--- src/rtl/rlc_vga_pos_out_pio_pkg.sv ---
// Register map and control-bit layout shared by the VGA position PIO
// and the software-facing side of the VGA port family.
package rlc_vga_pos_out_pio_pkg;

    localparam logic [1:0] ADDR_X    = 2'd0;
    localparam logic [1:0] ADDR_Y    = 2'd1;
    localparam logic [1:0] ADDR_CTRL = 2'd2;
    localparam logic [1:0] ADDR_FCNT = 2'd3;

    localparam int CTRL_COMMIT = 0;
    localparam int CTRL_IMM    = 1;

    localparam int FCNT_W = 16;

    function automatic logic [31:0] ctrl_word(input logic imm, input logic pend);
        ctrl_word = {30'b0, imm, pend};
    endfunction

endpackage

--- src/rtl/rlc_vga_pos_out_pio_if.sv ---
// Avalon-MM slave bus bundle for the VGA position PIO.
interface rlc_vga_pos_out_pio_if;

    logic [1:0]  address;
    logic        chipselect;
    logic        write_n;
    logic [31:0] writedata;
    logic [31:0] readdata;

    modport master (
        output address, chipselect, write_n, writedata,
        input  readdata
    );

    modport slave (
        input  address, chipselect, write_n, writedata,
        output readdata
    );

endinterface

--- src/rtl/rlc_edge_detect.sv ---
// Rising-edge detector with synchronous reset; a level that is already
// high when reset releases must drop once before an edge is reported.
module rlc_edge_detect (
    input  logic clk,
    input  logic reset,
    input  logic i_level,
    output logic o_rise
);

    logic r_fs_d;
    logic r_armed;

    always_ff @(posedge clk) begin
        if (reset) begin
            r_fs_d  <= 1'b0;
            r_armed <= 1'b0;
        end else begin
            r_fs_d <= i_level;
            if (!i_level) r_armed <= 1'b1;
        end
    end

    assign o_rise = i_level & ~r_fs_d & r_armed;

endmodule

--- src/rtl/rlc_vga_pos_out_pio.sv ---
// Write-side position PIO: shadow X/Y committed to the VGA fabric at a
// frame boundary or immediately, with frame counter and pending status.
module rlc_vga_pos_out_pio
    import rlc_vga_pos_out_pio_pkg::*;
#(
    parameter int X_WIDTH = 10,
    parameter int Y_WIDTH = 9,
    parameter int RESET_X = 0,
    parameter int RESET_Y = 0
) (
    input  logic               clk,
    input  logic               reset,
    rlc_vga_pos_out_pio_if.slave bus,
    input  logic               frame_start,
    output logic [X_WIDTH-1:0] out_x,
    output logic [Y_WIDTH-1:0] out_y,
    output logic               commit_strobe
);

    localparam logic [X_WIDTH-1:0] RX = X_WIDTH'(RESET_X);
    localparam logic [Y_WIDTH-1:0] RY = Y_WIDTH'(RESET_Y);

    logic [X_WIDTH-1:0] r_sx, r_ox;
    logic [Y_WIDTH-1:0] r_sy, r_oy;
    logic               r_pend, r_imm, r_stb;
    logic [FCNT_W-1:0]  r_fcnt;
    logic [31:0]        r_rd;

    logic        w_wr, w_wx, w_wy, w_wc, w_wf;
    logic        w_edge, w_commit;
    logic [31:0] w_rd;
    logic        w_unused;

    assign w_unused = ^bus.writedata;

    assign w_wr     = bus.chipselect & ~bus.write_n;
    assign w_wx     = w_wr & (bus.address == ADDR_X);
    assign w_wy     = w_wr & (bus.address == ADDR_Y);
    assign w_wc     = w_wr & (bus.address == ADDR_CTRL);
    assign w_wf     = w_wr & (bus.address == ADDR_FCNT);
    assign w_commit = w_edge & r_pend;

    rlc_edge_detect u_edge (
        .clk     (clk),
        .reset   (reset),
        .i_level (frame_start),
        .o_rise  (w_edge)
    );

    always_comb begin
        w_rd = 32'b0;
        unique case (bus.address)
            ADDR_X:    w_rd = 32'(r_ox);
            ADDR_Y:    w_rd = 32'(r_oy);
            ADDR_CTRL: w_rd = ctrl_word(r_imm, r_pend);
            ADDR_FCNT: w_rd = 32'(r_fcnt);
            default:   w_rd = 32'b0;
        endcase
    end

    always_ff @(posedge clk) begin
        if (reset) begin
            r_sx   <= RX;
            r_sy   <= RY;
            r_pend <= 1'b0;
            r_imm  <= 1'b0;
            r_fcnt <= '0;
            r_rd   <= 32'b0;
        end else begin
            if (w_wx) r_sx <= bus.writedata[X_WIDTH-1:0];
            if (w_wy) r_sy <= bus.writedata[Y_WIDTH-1:0];
            if (w_wc) r_imm <= bus.writedata[CTRL_IMM];
            // a fresh request on a committing edge survives for next frame
            if (w_wc && bus.writedata[CTRL_COMMIT]) r_pend <= 1'b1;
            else if (w_commit)                      r_pend <= 1'b0;
            if (w_wf)        r_fcnt <= '0;
            else if (w_edge) r_fcnt <= r_fcnt + 1'b1;
            r_rd <= w_rd;
        end
    end

    // commit takes the pre-write shadow; an immediate write takes the bus
    always_ff @(posedge clk) begin
        if (reset) begin
            r_ox  <= RX;
            r_oy  <= RY;
            r_stb <= 1'b0;
        end else begin
            r_stb <= w_commit | (r_imm & (w_wx | w_wy));
            if (r_imm && w_wx) r_ox <= bus.writedata[X_WIDTH-1:0];
            else if (w_commit) r_ox <= r_sx;
            if (r_imm && w_wy) r_oy <= bus.writedata[Y_WIDTH-1:0];
            else if (w_commit) r_oy <= r_sy;
        end
    end

    assign bus.readdata  = r_rd;
    assign out_x         = r_ox;
    assign out_y         = r_oy;
    assign commit_strobe = r_stb;

endmodule

--- src/flat_wrapper.sv ---
// flat-port wrapper written by rule: the top's interface ports become plain ports
module rlc_vga_pos_out_pio_flat import rlc_vga_pos_out_pio_pkg::*;
#(
    parameter int X_WIDTH = 10,
    parameter int Y_WIDTH = 9,
    parameter int RESET_X = 0,
    parameter int RESET_Y = 0
)
  (clk, reset, frame_start, out_x, out_y, commit_strobe, bus_address, bus_chipselect, bus_write_n, bus_writedata, bus_readdata);
  rlc_vga_pos_out_pio_if bus_i ();
  input  logic clk;
  input  logic reset;
  input  logic frame_start;
  output logic [X_WIDTH-1:0] out_x;
  output logic [Y_WIDTH-1:0] out_y;
  output logic commit_strobe;
  input wire logic [$bits(bus_i.address)-1:0] bus_address;
  input wire logic [$bits(bus_i.chipselect)-1:0] bus_chipselect;
  input wire logic [$bits(bus_i.write_n)-1:0] bus_write_n;
  input wire logic [$bits(bus_i.writedata)-1:0] bus_writedata;
  output wire logic [$bits(bus_i.readdata)-1:0] bus_readdata;
  assign bus_i.address = bus_address;
  assign bus_i.chipselect = bus_chipselect;
  assign bus_i.write_n = bus_write_n;
  assign bus_i.writedata = bus_writedata;
  assign bus_readdata = bus_i.readdata;
  rlc_vga_pos_out_pio #(.X_WIDTH(X_WIDTH), .Y_WIDTH(Y_WIDTH), .RESET_X(RESET_X), .RESET_Y(RESET_Y)) u_core (.clk(clk), .reset(reset), .bus(bus_i), .frame_start(frame_start), .out_x(out_x), .out_y(out_y), .commit_strobe(commit_strobe));
endmodule
--- config.mk ---
export PLATFORM = sky130hd
export DESIGN_NAME = rlc_vga_pos_out_pio_flat
export DESIGN_NICKNAME = d
export VERILOG_FILES = /design/src/rtl/rlc_vga_pos_out_pio_pkg.sv /design/src/rtl/rlc_vga_pos_out_pio_if.sv /design/src/rtl/rlc_edge_detect.sv /design/src/rtl/rlc_vga_pos_out_pio.sv /design/src/flat_wrapper.sv
export SDC_FILE = /design/constraint.sdc
export NUM_CORES = 1
export LEC_CHECK = 0
export ABC_AREA = 1
export BUFFER_PORTS_ARGS = -buffer_cell sky130_fd_sc_hd__buf_2
export CAP_MARGIN = 20
export CELL_PAD_IN_SITES_DETAIL_PLACEMENT = 1
export CELL_PAD_IN_SITES_GLOBAL_PLACEMENT = 2
export CORE_MARGIN = 5
export CORE_UTILIZATION = 28
export DETAILED_ROUTE_END_ITERATION = 12
export GPL_TIMING_DRIVEN = 0
export PLACE_DENSITY = 0.9
export SLEW_MARGIN = 20
export SYNTH_ARGS = -nofsm -noshare
export SYNTH_HDL_FRONTEND = slang
export SYNTH_SLANG_ARGS = --single-unit
--- constraint.sdc ---
create_clock -name clk -period 1.48 [get_ports clk]
set_input_delay 0.222 -clock clk [delete_from_list [all_inputs] [get_ports clk]]
set_output_delay 0.222 -clock clk [all_outputs]
set_load 0.01 [all_outputs]
# == Word level (Yosys, flattened, before mapping) ==
# Index checks and enable logic that the tools add are counted.
# totals
reg_bits,91
output_inout_bits,52
wordCells,43
# op_classes
n_addsub,1
n_eq_ne,3
n_mux,7
bitwise_logic,13
reduce_logical,8
# ops
op,count
$pmux 32 s4,1
$mux 10,2
$mux 9,2
$add 16x1->16 const B,1
$and 1x1->1,9
$reduce_bool 2->1,3
$eq 2x2->1 const B,2
$logic_and 1x1->1,3
$eq 2x1->1 const B,1
$logic_not 2->1,1
$mux 1,2
$not 1->1,2
$or 1x1->1,2
$reduce_or 2->1,1

# == Depth between registers and ports, before layout ==
# logic_depth
depth_word,6
ltp_mapped,9

# == Hierarchy ==
# A second synthesis with hierarchy kept.
# unflattened
cells_unflattened,475
area_unflattened_um2,3360.7
# by_module_without_submodules
mod,n_inst,cells_per_inst,area_per_inst_um2,seq_area_each_um2
rlc_vga_pos_out_pio,1,467,3296.9,1461.4
rlc_edge_detect,1,8,63.8,40.0

# == Worst setup path before layout ==
# Ideal clock, no wire load.
# synth_path
path_kind,register to register
from,register u_core.r_fcnt[1]
to,register u_core.r_fcnt[6]
setup_time_ns,0.070
t_arrival_ns,1.113
required_ns,1.410
path_slack_ns,0.297
stages_incl_launch_ff,7
n_path_buf,0
synth_period_minus_slack_ns,1.183
cell_sequence,dfxtp_1 ha_1 inv_1 nor2_1 nand2_1 or2_0 a21oi_1
# synth_between
elab_chain_cells,1
# synth_lines
element,line,source
from (decl),rlc_vga_pos_out_pio.sv:26,logic [FCNT_W-1:0] r_fcnt;
from (signal assigned),rlc_vga_pos_out_pio.sv:77,else if (w_edge) r_fcnt <= r_fcnt + 1'b1;
$add 16x1->16,rlc_vga_pos_out_pio.sv:77,
# Every way passes these cells.
# A chain may end at the register's enable or synchronous reset.

# == Final worst setup path ==
# Ends and elaborated chain as after synthesis.

==> run summary <==
H-tree levels: 3
Skew final: 0.00803 ns
P&R area growth vs syn: 24.3%
Setup CP Type: reg2reg
Final antenna-violating net count: 0
Clock transition at path regs: 0.05 ns
Min-delay src: reset
CP required: 1.74 ns
DR pass1 iterations: 4
CP max FO: 5
Post-CTS Hold Buffers: 0
Max Slew Vio Count: 0
Synth unique cells: 29
Layout cell share with drive strength beyond 1: 20.8%
Count of final setup violators: 0
GRT Total Usage: 14.9%
Area of the multi-input gates: 1530 µm²
Crit end category: register
Ranking of synthesized cells by area: dfxtp_1 (44%), nand2_1 (11%), inv_1 (5.7%)
Port Buf Inserts: 52
Synth top area share: 44.4%
Power density cells: 1110 nW/µm²
R2r endpoint: u_core.r_fcnt[6]
Smallest setup slack after layout: 0.114 ns
Hold-critical path depth: 2
Max-cap violations: 0
Synthesis-stage register bit count: 75
Slowest Stage Delay on Critical Path: 0.40 ns
Worst skew pair latency: 0.33 ns
Sequential power share: 44.2%
Resize count post-CTS: 0
Setup TNS: 0 ns
Pre-CTS setup slack: -0.0711 ns
Dpl cells: 680
Buf/Inv on CP: 1
WL final: 10,400 µm
Status: complete, no violations
Hold Fails Final Rpt: 0
Cells along the critical path: ha_1, inv_1, nor2_1, nand2_1, or2_0, a21oi_1
Area after DPL: 3880 µm²
Number of global-route vias before repair: 3,351
Vias/cell: 4.68
Antenna Cells: 0
Post-synthesis sequential area ratio: 44.4%
Pint: 3.66 mW
1st-iter DRT viols: 104
Syn. warnings: 0
Worst Reg-to-Reg Cells: 6
Root Driver: clkbuf_16
Initial antenna violation count: 0
Clock Power Share: 50.0%
Fillers: 1,503
Async SR Flop Fraction: 0%
Clock Sink Count: 75
Crit path launch type: register
Largest net degree at the start of global routing: 13
Final period utilization: 92.3%
Non-Filler Cell Area, Final: 4200 µm²
CORE AREA: 11,900 µm²
Crit path DAT: 1.63 ns
Row count: 40
Area of the mapped netlist: 3380 µm²
Switch Pwr: 1.02 mW
Commonest cells post-synth: nand2_1 (99), dfxtp_1 (75), inv_1 (51)
Largest delay share family, worst path: simple AND/OR/NAND/NOR gates
Max Clk Rate: 732 MHz
LEAKAGE: 1.98 nW
Fin cells: 696
Register Area: 1500 µm²
Longest Clk Path Bufs: 2
Starting Density: 28.4%
Synth Flop Type: dfxtp_1
Switching share of power: 21.8%
Avg Cell Area, Syn: 7.25 µm²
Ports: 91
Number of flops mapped to enable cells by yosys: 0
CTS Buf Count: 9
Dominant cell type by area after synthesis: dfxtp_1
RD Place Congestion: 0.770
WL per Instance: 14.9 µm
Via count: 3,255
Post-route DRC: 0
Slew margin rel.: 59.2%
Post-CTS setup repair buffer count: 0
Hold EP: u_core.bus.readdata[15]
CTS tree: yes
Combinational share of power: 5.8%
Vert. Die Dim: 120 µm
Die Wd: 120 µm
Worst path slowest cell: dfxtp_1
Worst vdd ir: 0.409 mV
Reg-to-reg slack, setup: 0.11 ns
Min-delay worst type: in2reg
Global-route congestion overflow total: 0
DIE AREA: 14,400 µm²
Global-route wire length before repair: 17,000 µm
Final #Nets: 584
Cells after Synth: 466
RSZ-0062 raised after global routing: false
Worst Tran Pin Value: 0.613 ns
Most frequent cell after synthesis: nand2_1
Tmin final: 1.37 ns
RR Startpoint: u_core.r_fcnt[1]
DP HPWL: 8160 µm
[area by class of cell]
| type | count | area share [%] |
|---|---|---|
| clock buffers | 12 | 5.87 |
| plain buffers | 32 | 4.94 |
| inverters | 53 | 4.73 |
| flip-flops and latches | 75 | 35.8 |
| multi-input cells | 321 | 36.4 |
| clock inverters | 4 | 1.76 |
| repair buffers | 52 | 6.19 |
| well taps | 147 | 4.38 |
[metrics by stage]
stage / power, mW / utilization [%] / hold slack (ns)
floorplan: 2.28 / - / 0.301
global placement: 2.37 / 32.6 / 0.440
detailed placement: 2.38 / 32.6 / 0.443
CTS: 4.73 / 35.3 / 0.0971
global route: 4.85 / 35.3 / 0.118
finish: 4.68 / 35.3 / 0.0996
[placed cells by master (no fill, tap or decap), types with 3 or more instances in the layout]
master	instances
buf_2	56
nand4_1	4
dfxtp_1	74
clkbuf_16	9
o21ai_1	16
buf_4	18
buf_1	3
nand2_1	99
nand2_2	7
nor2_2	3
nor2_4	4
nor3_1	11
nor2_1	46
a21oi_1	35
conb_1	16
nand3_1	33
inv_1	51
o21ai_0	32
clkbuf_1	7
o211ai_1	4
[power by group through the flow]
stage	combinational [mW]	clock [mW]	sequential (mW)
after detailed placement	0.269	0	2.11
final	0.270	2.34	2.07
after CTS	0.270	2.39	2.07
after floorplan	0.174	0	2.11
after global placement	0.261	0	2.11
after global routing	0.303	2.47	2.07
[flip-flops by register name, indices dropped and copies added (netlist names)]
| register | cells |
|---|---|
| u_core.r_imm | 1 |
| u_core.u_edge.r_fs_d | 1 |
| u_core.bus.readdata | 16 |
| u_core.u_edge.r_armed | 1 |
| u_core.r_pend | 1 |
| u_core.r_sx | 10 |
| u_core.commit_strobe | 1 |
| u_core.r_fcnt | 16 |
| u_core.out_y | 9 |
| u_core.r_sy | 9 |
| u_core.out_x | 10 |
[per-layer routing]
metal	share of wire (%)	track usage (%)	up-vias	wire length, µm
li1	-	-	1626	-
met1	46	19.1	1533	4760
met2	48	25.4	83	4950
met3	4.9	2.97	13	506
met4	1.5	4.22	0	159
met5	0	0	-	0
[worst max-delay path by stage]
stage                      from                to  slack [ns]  cells past startpoint
2_1_floorplan  u_core.r_fcnt[1]  u_core.r_fcnt[6]        0.30                      6
3_3_place_gp              reset    u_core.r_sy[3]       -0.03                      6
3_5_place_dp              reset    u_core.r_sy[3]       -0.07                      6
4_1_cts        u_core.r_fcnt[1]  u_core.r_fcnt[6]         0.1                      6
5_1_grt        u_core.r_fcnt[1]  u_core.r_fcnt[6]       0.009                      6
6_report       u_core.r_fcnt[1]  u_core.r_fcnt[6]        0.11                      6
[logic make-up after synthesis]
logic type      synth area share (%)
simple gates                    29.2
xor+xnor                       0.259
compound gates                  13.6
other cells                    0.111
fa+ha+maj                      0.370
buf+inv                         12.0
flops                           44.4
(Power assumes the default switching activity.)
